`src/rtl/rr_arbiter4.sv`:
```
// rr_arbiter4: four-way round-robin arbiter with a per-grant hold limit.
//
// A rotating priority pointer gives fair access to one shared resource.
// A grant lasts at most MAX_HOLD cycles. When the last permitted cycle ends
// with the owner still requesting and not done, the arbiter revokes the grant
// and pulses timeout for one cycle. Every output is decoded from flops only.
//
// Ports
//   clk        rising-edge clock
//   rst        asynchronous, active-high reset
//   req[0:3]   level-sensitive request lines; req[i] belongs to requester i
//   done       current owner finished; releases the grant at the next edge
//   gnt[0:3]   one-hot grant; gnt[i] high means requester i owns the resource
//   gnt_idx    binary index of the current owner
//   gnt_valid  a grant is active
//   timeout    one-cycle pulse after a grant is revoked by the hold limit
module rr_arbiter4 #(
    parameter int MAX_HOLD = 4
) (
    input  logic       clk,
    input  logic       rst,
    input  logic [0:3] req,
    input  logic       done,
    output logic [0:3] gnt,
    output logic [0:1] gnt_idx,
    output logic       gnt_valid,
    output logic       timeout
);

    localparam int HC_W = (MAX_HOLD > 1) ? $clog2(MAX_HOLD) : 1;
    localparam logic [HC_W-1:0] HOLD_LAST = HC_W'(MAX_HOLD - 1);

    typedef enum logic {IDLE, GRANT} state_t;

    state_t          state, state_nxt;
    logic [1:0]      owner, owner_nxt;
    logic [1:0]      ptr, ptr_nxt;
    logic [HC_W-1:0] hold_cnt, hold_cnt_nxt;
    logic            timeout_q, timeout_nxt;

    logic            any_req;
    logic            hold_expired;
    logic            release_grant;
    logic [1:0]      owner_plus1;

    // First requester at or after p, wrapping mod 4. The loop runs from the
    // farthest offset down to offset 0, so the nearest requester wins.
    function automatic logic [1:0] sel(input logic [1:0] p, input logic [0:3] r);
        logic [1:0] pick;
        logic [1:0] idx;
        pick = p;
        for (int k = 3; k >= 0; k--) begin
            idx = p + 2'(k);
            if (r[idx]) pick = idx;
        end
        return pick;
    endfunction

    assign any_req       = |req;
    assign owner_plus1   = owner + 2'd1;
    assign hold_expired  = (hold_cnt == HOLD_LAST);
    assign release_grant = done || !req[owner] || hold_expired;

    always_ff @(posedge clk or posedge rst) begin
        if (rst) begin
            state     <= IDLE;
            owner     <= 2'd0;
            ptr       <= 2'd0;
            hold_cnt  <= '0;
            timeout_q <= 1'b0;
        end else begin
            state     <= state_nxt;
            owner     <= owner_nxt;
            ptr       <= ptr_nxt;
            hold_cnt  <= hold_cnt_nxt;
            timeout_q <= timeout_nxt;
        end
    end

    always_comb begin
        state_nxt    = state;
        owner_nxt    = owner;
        ptr_nxt      = ptr;
        hold_cnt_nxt = hold_cnt;
        timeout_nxt  = 1'b0;

        case (state)
            IDLE: begin
                if (any_req) begin
                    state_nxt    = GRANT;
                    owner_nxt    = sel(ptr, req);
                    hold_cnt_nxt = '0;
                end
            end
            GRANT: begin
                if (release_grant) begin
                    ptr_nxt      = owner_plus1;
                    hold_cnt_nxt = '0;
                    // done takes precedence: a simultaneous done is an
                    // orderly release, not a revocation.
                    timeout_nxt  = hold_expired && req[owner] && !done;
                    if (any_req) begin
                        // Old owner is searched last, so it only wins
                        // again when nobody else is asking.
                        owner_nxt = sel(owner_plus1, req);
                    end else begin
                        state_nxt = IDLE;
                    end
                end else begin
                    hold_cnt_nxt = hold_cnt + HC_W'(1);
                end
            end
            default: begin
                state_nxt = IDLE;
            end
        endcase
    end

    assign gnt_valid = (state == GRANT);
    assign gnt_idx   = owner;
    assign timeout   = timeout_q;

    always_comb begin
        gnt = '0;
        if (state == GRANT) gnt[owner] = 1'b1;
    end

endmodule

```
`config.mk`:
```
export PLATFORM = sky130hd
export DESIGN_NAME = rr_arbiter4
export DESIGN_NICKNAME = d
export VERILOG_FILES = /design/src/rtl/rr_arbiter4.sv
export SDC_FILE = /design/constraint.sdc
export NUM_CORES = 1
export LEC_CHECK = 0
export CORE_AREA = 2 2 42 44
export CTS_CLUSTER_DIAMETER = 60
export DETAILED_ROUTE_END_ITERATION = 12
export DIE_AREA = 0 0 44 46
export MAX_ROUTING_LAYER = met4
export PLACE_DENSITY = 0.74
export SYNTH_ARGS = -nofsm -noshare
export SYNTH_HDL_FRONTEND = slang
export SYNTH_SLANG_ARGS = --single-unit
export TNS_END_PERCENT = 30
```
`constraint.sdc`:
```
create_clock -name clk -period 2.7 [get_ports clk]
set_input_delay 0.405 -clock clk [delete_from_list [all_inputs] [get_ports clk]]
set_output_delay 0.405 -clock clk [all_outputs]
set_load 0.01 [all_outputs]
```
-- After elaboration in Yosys (flattened, before gate mapping)
Cells that the tools add are included.
- $add $sub $neg: 8
- order comparisons: 10
- eq/ne operators: 4
- mux-type cells: 50
- bitwise logic cells: 10
- reductions and logical operators: 10
- operators with widths (operator ; number):
    $ge A3 B3 Y1 const B ; 9
    $not A2 Y3 ; 9
    $mux W2 ; 13
    $mux W1 ; 23
    $bmux W1 S2 ; 9
    $add A2 B1 Y2 const B ; 4
    $add A2 B2 Y2 const B ; 4
    $pmux W2 S2 ; 2
    $mux W4 ; 1
    $ne A2 B1 Y1 const B ; 2
    $reduce_or A4 Y1 ; 1
    $logic_and A1 B1 Y1 ; 3
    $lt A3 B1 Y1 const B ; 1
    $reduce_and A3 Y1 ; 1
    $demux W1 S2 ; 1
    $eq A2 B2 Y1 const B ; 1
    $logic_not A1 Y1 ; 2
    $logic_or A1 B1 Y1 ; 2
    $ne A2 B2 Y1 const B ; 1
    $pmux W1 S2 ; 1
    $reduce_and A2 Y1 ; 1
    $not A1 Y1 ; 1
- bits in registers: 8
- input port bits: 7
- word-level logic and storage cells: 97

-- Depth between registers and ports, before layout
Gate-level depths: netlist of the first run.
- depth in word-level cells: 13
- mapped depth: 7
- gate-level depth less buffers: 7

-- Least setup slack after synthesis of the first run
No wires, ideal clock.
- path type: reg-to-reg
- start: reg owner[0] (netlist: gnt_idx[1])
- end: reg owner[0] (netlist: gnt_idx[1])
- arrival time: 2013 ps
- path slack: 561 ps
- stages on the path, launching flop included: 8
- buffers on the path: 0
- cell sequence: dfrtp_1 > inv_1 > ha_1 > and4b_1 > a41oi_1 > nand4_1 > mux2_1 > a221o_1
- longest elaborated chain between the ends: 13
- elaborated cells on any way between the ends: 36
- ends and longest elaborated chain (item ; RTL line ; RTL):
    from (decl) ; 36 ; logic [1:0] owner, owner_nxt;
    from (signal assigned) ; 73 ; owner <= owner_nxt;
    $add A2 B1 Y2 (*) ; 60 ; assign owner_plus1 = owner + 2'd1;
    named net owner_plus1[0] ; 44 ; logic [1:0] owner_plus1;
    $add A2 B2 Y2 ; 53 ; idx = p + 2'(k);
    $not A2 Y3 (not written as such) ; 54 ; if (r[idx]) pick = idx;
    $bmux W1 S2 ; 54 ;
    $mux W1 (not written as such) (2 in a row) ; 54 ;
    $mux W2 (3 in a row) ; 54 ;
    $mux W2 (*) ; 54 ;
    $mux W2 (*) ; 102 ; if (any_req) begin
    $mux W2 (*) ; 96 ; if (release_grant) begin
    $pmux W2 S2 (*) ; 87 ; case (state)
The timed path passes the listed nets; every way through them passes the cells marked *. The select of a mux whose other input is x is not followed.
A chain may end at the register's enable or synchronous reset.

-- Worst setup path in the final report of the first run
- start: reg owner[1] (netlist: gnt_idx[0])
- end: reg owner[0] (netlist: gnt_idx[1])
Same word-level chain as after synthesis.

==> results of run 1 <==
## cell usage after synthesis, types with 2 or more instances
cell / instances
nor3_1: 2
nand2_1: 8
clkbuf_1: 3
inv_1: 7
mux2_2: 3
buf_6: 2
a21oi_1: 3
a31oi_1: 3
and2_1: 4
o21ai_0: 6
nand2b_1: 2
nor4_1: 3
nor3b_1: 2
ha_1: 5
nor2_1: 8
dfrtp_1: 8
## area by class of cell
class	instances	share of cell area, %
multi-input cells	63	51.45
flip-flops and latches	8	23.26
repair buffers	15	17.15
well taps	17	2.471
clock buffers	3	2.616
inverters	7	3.052
## flip-flops by register name (all words and copies together) (netlist names)
signal,flops
hold_cnt,2
gnt_valid,1
ptr,2
gnt_idx,2
timeout,1
## worst paths after layout
| path | depth (start not counted) | slack [ps] | end |
|---|---|---|---|
| worst max-delay path | 7 | 460 | gnt_idx[1]$_DFFE_PP0P_ |
| worst min-delay path | 2 | 390 | hold_cnt[0]$_DFFE_PP0P_ |
| worst min register to register | 2 | 500 | hold_cnt[1]$_DFFE_PP0P_ |
| worst max register to register | 7 | 460 | gnt_idx[1]$_DFFE_PP0P_ |
| min in group clk | 2 | 500 | hold_cnt[1]$_DFFE_PP0P_ |
| max in group asynchronous | 2 | 2080 | ptr[0]$_DFFE_PP0P_ |
## power by group through the flow
| stage | combinational (uW) | clock, uW | sequential (uW) |
|---|---|---|---|
| after floorplan | 337 | 0 | 209 |
| after global routing | 554 | 95.0 | 222 |
| final | 498 | 86.5 | 211 |
| after global placement | 489 | 0 | 209 |
| after CTS | 503 | 92.1 | 212 |
| after detailed placement | 502 | 0 | 213 |
## routing by layer
layer,up-vias,part of all wire [%],GRT usage [%]
li1,323,-,-
met2,21,46,24.12
met3,4,5.9,1.587
met4,0,1.7,7.273
met5,-,0,-
met1,288,46,20.87
## cell usage in the layout, fill, tap and decap left out, drive strengths merged, types with 2 or more instances in the layout
cell type / netlist / layout
nor3: 2 / 2
inv: 7 / 7
ha: 5 / 5
and2: 4 / 4
nor2: 8 / 8
clkbuf: 3 / 3
nor3b: 2 / 2
nor4: 3 / 3
clkdlybuf4s50: 0 / 14
nand2b: 2 / 2
a21oi: 3 / 3
nand2: 8 / 8
a31oi: 3 / 3
dfrtp: 8 / 8
o21ai: 6 / 6
mux2: 5 / 5
## through the flow
step           hold slack, ps  setup slack [ps]  instance area [um2]  total power [uW]  utilization [%]
3_5_place_dp            494.6             255.7                838.3             715.2            51.94
3_3_place_gp            471.5             296.5                838.3             698.3            51.94
2_1_floorplan           220.7             560.9                715.7             546.2                -
5_1_grt                 428.7             305.1                860.8             871.2            53.33
4_1_cts                 393.9             448.0                860.8             806.8            53.33
6_report                391.0             462.1                860.8             796.3            53.33
## cell families (layout without fill, tap and decap cells)
family | Yosys count | count (layout) | synth area share [%]
adders and majority gates | 5 | 5 | 8.741
AOI/OAI and AO/OA | 19 | 19 | 19.23
and+or+nand+nor | 33 | 33 | 24.13
muxes | 6 | 6 | 9.789
DFF | 8 | 8 | 27.97
buffers and inverters | 14 | 25 | 10.14
==> metrics.md, run 1 <==
| Metric | Value |
|---|---|
| Number of fill cells in the layout | `152` |
| Synth-to-Final Area Change | `20.28%` |
| Mapped cell area | `715.7 um2` |
| Mapped Nets | `97` |
| Critical path's slowest cell | `dfrtp_1` |
| Crit path launch type | `flip-flop` |
| Die area | `2024 um2` |
| Routed WL | `1.369 mm` |
| Nets | `110` |
| Crit path time final | `2238 ps` |
| Reg2reg start | `gnt_idx[0]$_DFFE_PP0P_` |
| Vias in the first global route | `533` |
| Async SR Flop Fraction | `100.0%` |
| Power density cells | `925.0 nW/um2` |
| RSZ-0062 raised after global routing | `false` |
| Synth unique cells | `32` |
| Switch share | `40.52%` |
| Postcts setup bufs | `0` |
| Yosys top cell area share | `27.97%` |
| Worst Path Arrival | `2360 ps` |
| Initial antenna violation count | `0` |
| Port bufs | `14` |
| Static Leak | `0.0003863 uW` |
| Routed length per placed instance | `12.12 um` |
| Root buf cell | `clkbuf_4` |
| Status | `completed` |
| Maxcap violations | `0` |
| Critical-path maximum fanout | `7` |
| CP cell instances | `inv_1 -> ha_1 -> and4b_1 -> a41oi_1 -> nand4_1 -> mux2_1 -> a221o_1` |
| P_int | `473.6 uW` |
| Psw | `322.7 uW` |
| Hold Crit Class | `in2async` |
| Final ANT Viol Nets | `0` |
| Longest Clk Path Bufs | `2` |
| Sequential Area | `200.2 um2` |
| Crit path kind | `reg2reg` |
| Max Clk Rate | `446.9 MHz` |
| VDD IR max | `0.4420 mV` |
| CTS tree | `done` |
| Clk_lat worst skew | `250 ps` |
| Largest net degree at the start of global routing | `18` |
| CTS Sinks | `8` |
| Final setup viols | `0` |
| Post-synth EDFFs | `0` |
| Post-synthesis sequential area ratio | `27.97%` |
| Worst path buffer plus inverter count | `1` |
| # diodes | `0` |
| Global-route wire length before repair | `2.304 mm` |
| Detailed router's first-iteration violation count | `14` |
| Final Slew Violations | `0` |
| Clock power share | `10.9%` |
| Setup Skew | `5.328 ps` |
| Detail-routed via count per cell | `5.628` |
| # DRC | `0` |
| Beginning of the critical path | `gnt_idx[0]$_DFFE_PP0P_` |
| Die Y | `46 um` |
| Crit path max-delay family | `flip-flops` |
| Clock transition at path regs | `50 ps` |
| Vias post-DR | `636` |
| TNS Setup | `0 ps` |
| GP Congestion | `0.7996` |
| Layout cell share with drive strength beyond 1 | `9.375%` |
| Filler-free cell count of the finished design | `113` |
| Slew HR | `69.11%` |
| GRT Total Usage | `15.74%` |
| Post-DP HPWL | `1.024 mm` |
| H-tree depth | `1` |
| Area contributors post-synth | `dfrtp_1 28%, ha_1 8.7%, mux2_2 4.7%` |
| Main flop type after synthesis | `dfrtp_1` |
| First-pass DRT Iterations | `4` |
| Cts bufs inserted | `3` |
| # IOs | `15` |
| Cells after synthesis | `85` |
| Worst path required time | `2820 ps` |
| Footprint of the multi-input gates | `442.9 um2` |
| Combinational group share of total power | `62.6%` |
| Rows | `15` |
| Worst setup EP type | `flip-flop` |
| Cts hold-fix bufs | `0` |
| Largest stage delay, worst path | `470 ps` |
| Synth Register Bits | `8` |
| Gr ovfl total | `0` |
| Slew @ Worst Pin | `459.2 ps` |
| Synthesized area per cell | `8.420 um2` |
| Post-CTS Resized | `0` |
| Die W | `44 um` |
| Initial Util | `44.34%` |
| Cell count after placement | `110` |
| Core Area | `1614 um2` |
| Seq pwr share | `26.6%` |
| Hold Fails Final Rpt | `0` |
| Post-synth top area cell | `dfrtp_1` |
| Crit share post-route | `82.88%` |
| YS warnings | `0` |
(Power assumes the default switching activity.)
==> run 2, diff against run 1 <==
--- a/config.mk
+++ b/config.mk
@@ -5,12 +5,12 @@
 export SDC_FILE = /design/constraint.sdc
 export NUM_CORES = 1
 export LEC_CHECK = 0
-export CORE_AREA = 2 2 42 44
+export CORE_AREA = 2 2 40 51
 export CTS_CLUSTER_DIAMETER = 60
 export DETAILED_ROUTE_END_ITERATION = 12
-export DIE_AREA = 0 0 44 46
+export DIE_AREA = 0 0 42 53
 export MAX_ROUTING_LAYER = met4
-export PLACE_DENSITY = 0.74
+export PLACE_DENSITY = 0.7
 export SYNTH_ARGS = -nofsm -noshare
 export SYNTH_HDL_FRONTEND = slang
 export SYNTH_SLANG_ARGS = --single-unit
==> constraint.sdc (replaced) <==
create_clock -name clk -period 1.8 [get_ports clk]
set_input_delay 0.27 -clock clk [delete_from_list [all_inputs] [get_ports clk]]
set_output_delay 0.27 -clock clk [all_outputs]
set_load 0.01 [all_outputs]
==> metrics.md, run 2 (synthesis gave the netlist of run 1 again) <==
| Metric | Value |
|---|---|
| CP cell instances | `inv_2 -> ha_4 -> and4b_1 -> a41oi_2 -> nand4_1 -> mux2_4 -> a221o_1` |
| GRT Total Usage | `17.62%` |
| R2r setup slk | `-150 ps` |
| Worst Path Arrival | `2080 ps` |
| Worst path required time | `1930 ps` |
| Rows | `17` |
| Initial antenna violation count | `0` |
| Crit share post-route | `108.3%` |
| Port bufs | `14` |
| Routed WL | `1.861 mm` |
| Core Area | `1723 um2` |
| CTS Sinks | `8` |
| First-pass DRT Iterations | `4` |
| R2r endpoint | `gnt_idx[1]$_DFFE_PP0P_` |
| Most frequent cells in the layout | `20 x buf_4, 9 x clkdlybuf4s50_1, 8 x nor2_1, 8 x nand2_1, 6 x o21ai_0` |
| Hold Fails Final Rpt | `0` |
| Longest Clk Path Bufs | `2` |
| Final hold slack | `256.7 ps` |
| Die Y | `53 um` |
| Critical-path maximum fanout | `7` |
| Initial Util | `41.54%` |
| Detailed router's first-iteration violation count | `13` |
| Slew HR | `79.87%` |
| VDD IR max | `0.6854 mV` |
| Setup Skew | `2.108 ps` |
| Failing checks | `negative setup slack` |
| Vias post-DR | `733` |
| Stages on the worst setup path | `7` |
| Global-route wire length before repair | `2.904 mm` |
| Final setup viols | `2` |
| Cts bufs inserted | `3` |
| GP Congestion | `0.8502` |
| Number of fill cells in the layout | `158` |
| Root buf cell | `clkbuf_4` |
| Detail-routed via count per cell | `5.430` |
| Post-DP HPWL | `1.372 mm` |
| Pre-CTS setup slack | `-312.7 ps` |
| Filler-free cell count of the finished design | `135` |
| Largest stage delay, worst path | `400 ps` |
| Nets | `130` |
| Final Slew Violations | `0` |
| Gr ovfl total | `0` |
| Static Leak | `0.0005196 uW` |
| M1 GR Usage | `18.88%` |
| Largest net degree at the start of global routing | `13` |
| Crit path time final | `1949 ps` |
| Slew @ Worst Pin | `301.6 ps` |
| Clock transition at path regs | `50 ps` |
| Final worst slack | `-148.5 ps` |
| RSZ-0062 raised after global routing | `true` |
| Worst setup EP type | `flip-flop` |
| GRT met3 Usage | `1.024%` |
| Power density cells | `1389 nW/um2` |
| Hold Crit Class | `in2async` |
| Clk_lat worst skew | `250 ps` |
| Crit path kind | `reg2reg` |
| Final ANT Viol Nets | `0` |
| Critical path's slowest cell | `dfrtp_2` |
| Die W | `42 um` |
| Cts hold-fix bufs | `0` |
| Max Clk Rate | `513.2 MHz` |
| # IOs | `15` |
| Die area | `2226 um2` |
| Layout cell share with drive strength beyond 1 | `35.34%` |
| Maxcap violations | `0` |
| Reg2reg start | `gnt_idx[0]$_DFFE_PP0P_` |
| Beginning of the critical path | `gnt_idx[0]$_DFFE_PP0P_` |
| Commonest non-fill, non-tap cell in the layout | `buf_4` |
| CTS tree | `done` |
| Crit path max-delay family | `compound AO/OA/AOI/OAI gates` |
| Grt peak-use layer | `met2` |
| Crit path launch type | `flip-flop` |
| Worst path buffer plus inverter count | `1` |
| Status | `finished with violations` |
| Fin util | `62.16%` |
| # DRC | `0` |
| Met2 usage | `33.33%` |
| Synth-to-Final Area Change | `49.65%` |
| Cell count after placement | `130` |
| Vias in the first global route | `699` |
| Routed length per placed instance | `13.79 um` |
| Worst R2R Path Depth | `7` |
| Crit path to | `gnt_idx[1]$_DFFE_PP0P_` |
| H-tree depth | `1` |
| # diodes | `0` |
## run 2: changes by cell type in the layout (fill, tap and decap cells not counted), moves of 3 or more
cell / previous run / this run
dfrtp_1: 8 / 5
clkdlybuf4s50_1: 14 / 9
dlygate4sd2_1: 0 / 3
dfrtp_2: 0 / 3
buf_4: 1 / 20
## run 2: what timing repair did
item / CTS / global route
setup endpoints to repair: 5 / 5
buffers inserted: 0 / 2
pin swaps: 0 / 1
resized for setup: 6 / 6
## run 2: where the power goes
| group | total, uW | switching, uW | internal [uW] |
|---|---|---|---|
| Sequential | 312 | 64.0 | 248 |
| Clock | 137 | 61.1 | 76.3 |
| Combinational | 1040 | 458 | 580 |
| Total | 1490 | 583 | 905 |
## run 2: cell type report
type                            instances  area (um2)  area share (%)
Clock buffer                            3       22.52           2.103
Inverter                                7       28.78           2.687
Multi-Input combinational cell         63       485.5           45.33
Sequential cell                         8       203.9           19.04
Tap cell                               19       23.77           2.220
Timing Repair Buffer                   35       306.5           28.62
## run 2: worst min-delay path by stage
stage                                  startpoint                 endpoint  slack [ps]  cells after the start
after floorplan                               rst      gnt_valid$_DFF_PP0_          90                      1
after global placement    hold_cnt[1]$_DFFE_PP0P_  hold_cnt[1]$_DFFE_PP0P_         480                      2
after detailed placement       ptr[0]$_DFFE_PP0P_       ptr[0]$_DFFE_PP0P_         520                      2
after CTS                                     rst  hold_cnt[0]$_DFFE_PP0P_         250                      2
after global routing                          rst       ptr[1]$_DFFE_PP0P_         280                      2
final                                         rst  hold_cnt[1]$_DFFE_PP0P_         260                      2
## run 2: metrics by stage
step | power (uW) | setup TNS (ps) | area [um2]
floorplan | 903.7 | -101.8 | 743.2
global placement | 1270 | -692.3 | 1003
detailed placement | 1290 | -808.8 | 1003
CTS | 1422 | -141.8 | 1035
global route | 1612 | -348.1 | 1071
finish | 1488 | -186.2 | 1071
## run 2: worst register-to-register path, delay by kind of cell, from the launching register on
| kind | cells | cell delay [ps] |
|---|---|---|
| AOI/OAI and AO/OA | 2 | 470 |
| adders and majority gates | 1 | 230 |
| buffers and inverters | 1 | 80 |
| DFF | 1 | 400 |
| muxes | 1 | 310 |
| and+or+nand+nor | 2 | 340 |
## run 2: metal layers
| layer | vias to the layer above | wire length (um) |
|---|---|---|
| met5 | - | 0 |
| met4 | 0 | 17 |
| met3 | 2 | 55 |
| met2 | 19 | 1024 |
| met1 | 349 | 764 |
| li1 | 363 | - |
==> run 3, diff against run 2 <==
==> config.mk (replaced) <==
export PLATFORM = sky130hd
export DESIGN_NAME = rr_arbiter4
export DESIGN_NICKNAME = d
export VERILOG_FILES = /design/src/rtl/rr_arbiter4.sv
export SDC_FILE = /design/constraint.sdc
export NUM_CORES = 1
export LEC_CHECK = 0
export CORE_AREA = 2 2 43 45
export CTS_BUF_LIST = sky130_fd_sc_hd__clkbuf_8
export CTS_CLUSTER_DIAMETER = 60
export DETAILED_ROUTE_END_ITERATION = 12
export DIE_AREA = 0 0 45 47
export MAX_ROUTING_LAYER = met4
export PLACE_DENSITY = 0.74
export SYNTH_ARGS = -nofsm -noshare
export SYNTH_HDL_FRONTEND = slang
export SYNTH_SLANG_ARGS = --single-unit
export TNS_END_PERCENT = 100
==> metrics.md, run 3 (synthesis gave the netlist of run 1 again) <==
| Metric | Value |
|---|---|
| Status | `finished with violations` |
| Failing checks | `negative setup slack` |
| First-pass DRT Iterations | `4` |
| Routed WL | `1.879 mm` |
| Largest net degree at the start of global routing | `10` |
| Setup Skew | `9.174 ps` |
| # IOs | `15` |
| Initial Util | `43.33%` |
| Power density cells | `1487 nW/um2` |
| Gr ovfl total | `0` |
| Vias post-DR | `743` |
| Worst Path Arrival | `2050 ps` |
| Number of fill cells in the layout | `126` |
| GRT Total Usage | `21.38%` |
| GP Congestion | `0.8658` |
| Final setup viols | `1` |
| Hold Fails Final Rpt | `0` |
| Port bufs | `14` |
| Clk_lat worst skew | `230 ps` |
| Nets | `131` |
| Longest Clk Path Bufs | `2` |
| Crit path time final | `1936 ps` |
| # DRC | `0` |
| Max Clk Rate | `516.6 MHz` |
| # diodes | `0` |
| Detail-routed via count per cell | `5.504` |
| Slew @ Worst Pin | `306.5 ps` |
| Maxcap violations | `0` |
| Critical-path maximum fanout | `5` |
| Detailed router's first-iteration violation count | `13` |
| Die W | `45 um` |
| Footprint of the multi-input gates | `524.3 um2` |
| H-tree depth | `1` |
| Post-layout instance area | `1132 um2` |
| Cts bufs inserted | `3` |
| Layout cell share with drive strength beyond 1 | `35.59%` |
| Slew HR | `79.38%` |
| Crit share post-route | `107.5%` |
| Pre-CTS setup slack | `-321.1 ps` |
| Synth-to-Final Area Change | `58.22%` |
| Post-DP HPWL | `1.363 mm` |
| CTS Sinks | `8` |
| RSZ-0062 raised after global routing | `true` |
| Post-DP Area | `1016 um2` |
| Core Area | `1652 um2` |
| Static Leak | `0.0005516 uW` |
| TNS Setup | `-135.6 ps` |
| Hold Crit Class | `in2async` |
| Sequential Area | `202.7 um2` |
| Worst path required time | `1920 ps` |
| Rows | `15` |
| Commonest non-fill, non-tap cell in the layout | `buf_4` |
| Most frequent cells in the layout | `21 x buf_4, 9 x clkdlybuf4s50_1, 8 x nor2_1, 8 x nand2_1` |
| Vias in the first global route | `747` |
| Final Slew Violations | `0` |
| Root buf cell | `clkbuf_8` |
| Die Y | `47 um` |
| Final worst slack | `-135.6 ps` |
| VDD IR max | `1.015 mV` |
| Crit path kind | `reg2reg` |
| Worst setup EP type | `flip-flop` |
| Cell count after placement | `130` |
| CTS tree | `done` |
| Clock transition at path regs | `50 ps` |
| Global-route wire length before repair | `3.111 mm` |
| Initial antenna violation count | `0` |
| Final hold slack | `286.2 ps` |
| Filler-free cell count of the finished design | `135` |
| Routed length per placed instance | `13.92 um` |
| Crit path launch type | `flip-flop` |
| Final ANT Viol Nets | `0` |
| Die area | `2115 um2` |
## run 3: routing by layer
layer	global-route usage (%)	vias up	wire length, um
li1	-	367	-
met1	23.93	355	805
met2	35.14	17	991
met3	6.923	4	54
met4	8.824	0	27
met5	-	-	0
## run 3: cell type report
class / count / area share [%]
multi-input combinational: 63 / 46.30
timing repair buffer: 36 / 27.40
sequential: 8 / 17.90
clock buffer: 3 / 3.646
inverter: 7 / 2.541
tap: 17 / 1.878
clock inverter: 1 / 0.3315
## run 3: critical path, cell delays in order (launching register included)
cell and delay, ps:
dfrtp_2 420, inv_2 90, ha_4 220, and4b_1 190, a41oi_2 160, nand4_1 140, mux2_4 310, a221o_1 280
## run 3: report_power, final
group / internal (uW) / switching, uW
registers: 249 / 82.5
clock network: 148 / 76.4
logic: 653 / 474
## run 3: final timing paths
| path | from | endpoint | slack (ps) | cells past startpoint |
|---|---|---|---|---|
| setup / recovery | gnt_idx[0]$_DFFE_PP0P_ | gnt_idx[1]$_DFFE_PP0P_ | -140 | 7 |
| hold / removal | rst | timeout$_DFF_PP0_ | 290 | 2 |
| setup reg to reg | gnt_idx[0]$_DFFE_PP0P_ | gnt_idx[1]$_DFFE_PP0P_ | -140 | 7 |
| hold reg to reg | ptr[0]$_DFFE_PP0P_ | ptr[0]$_DFFE_PP0P_ | 510 | 2 |
| max in group asynchronous | rst | gnt_idx[1]$_DFFE_PP0P_ | 1260 | 2 |
| min in group clk | ptr[0]$_DFFE_PP0P_ | ptr[0]$_DFFE_PP0P_ | 510 | 2 |
## run 3: per-stage QoR
stage | util [%] | total power [uW]
CTS | 65.91 | 1634
global route | 68.56 | 1816
global placement | 61.52 | 1353
detailed placement | 61.52 | 1378
finish | 68.56 | 1684
floorplan | - | 903.7
## run 3: repair_timing
item / CTS / global route
endpoints found under the hold margin: 0 / 0
gates resized for setup: 8 / 7
endpoints found under the setup margin: 5 / 3
buffers inserted: 1 / 0
hold buffers: 0 / 0
pin swaps: 3 / 1
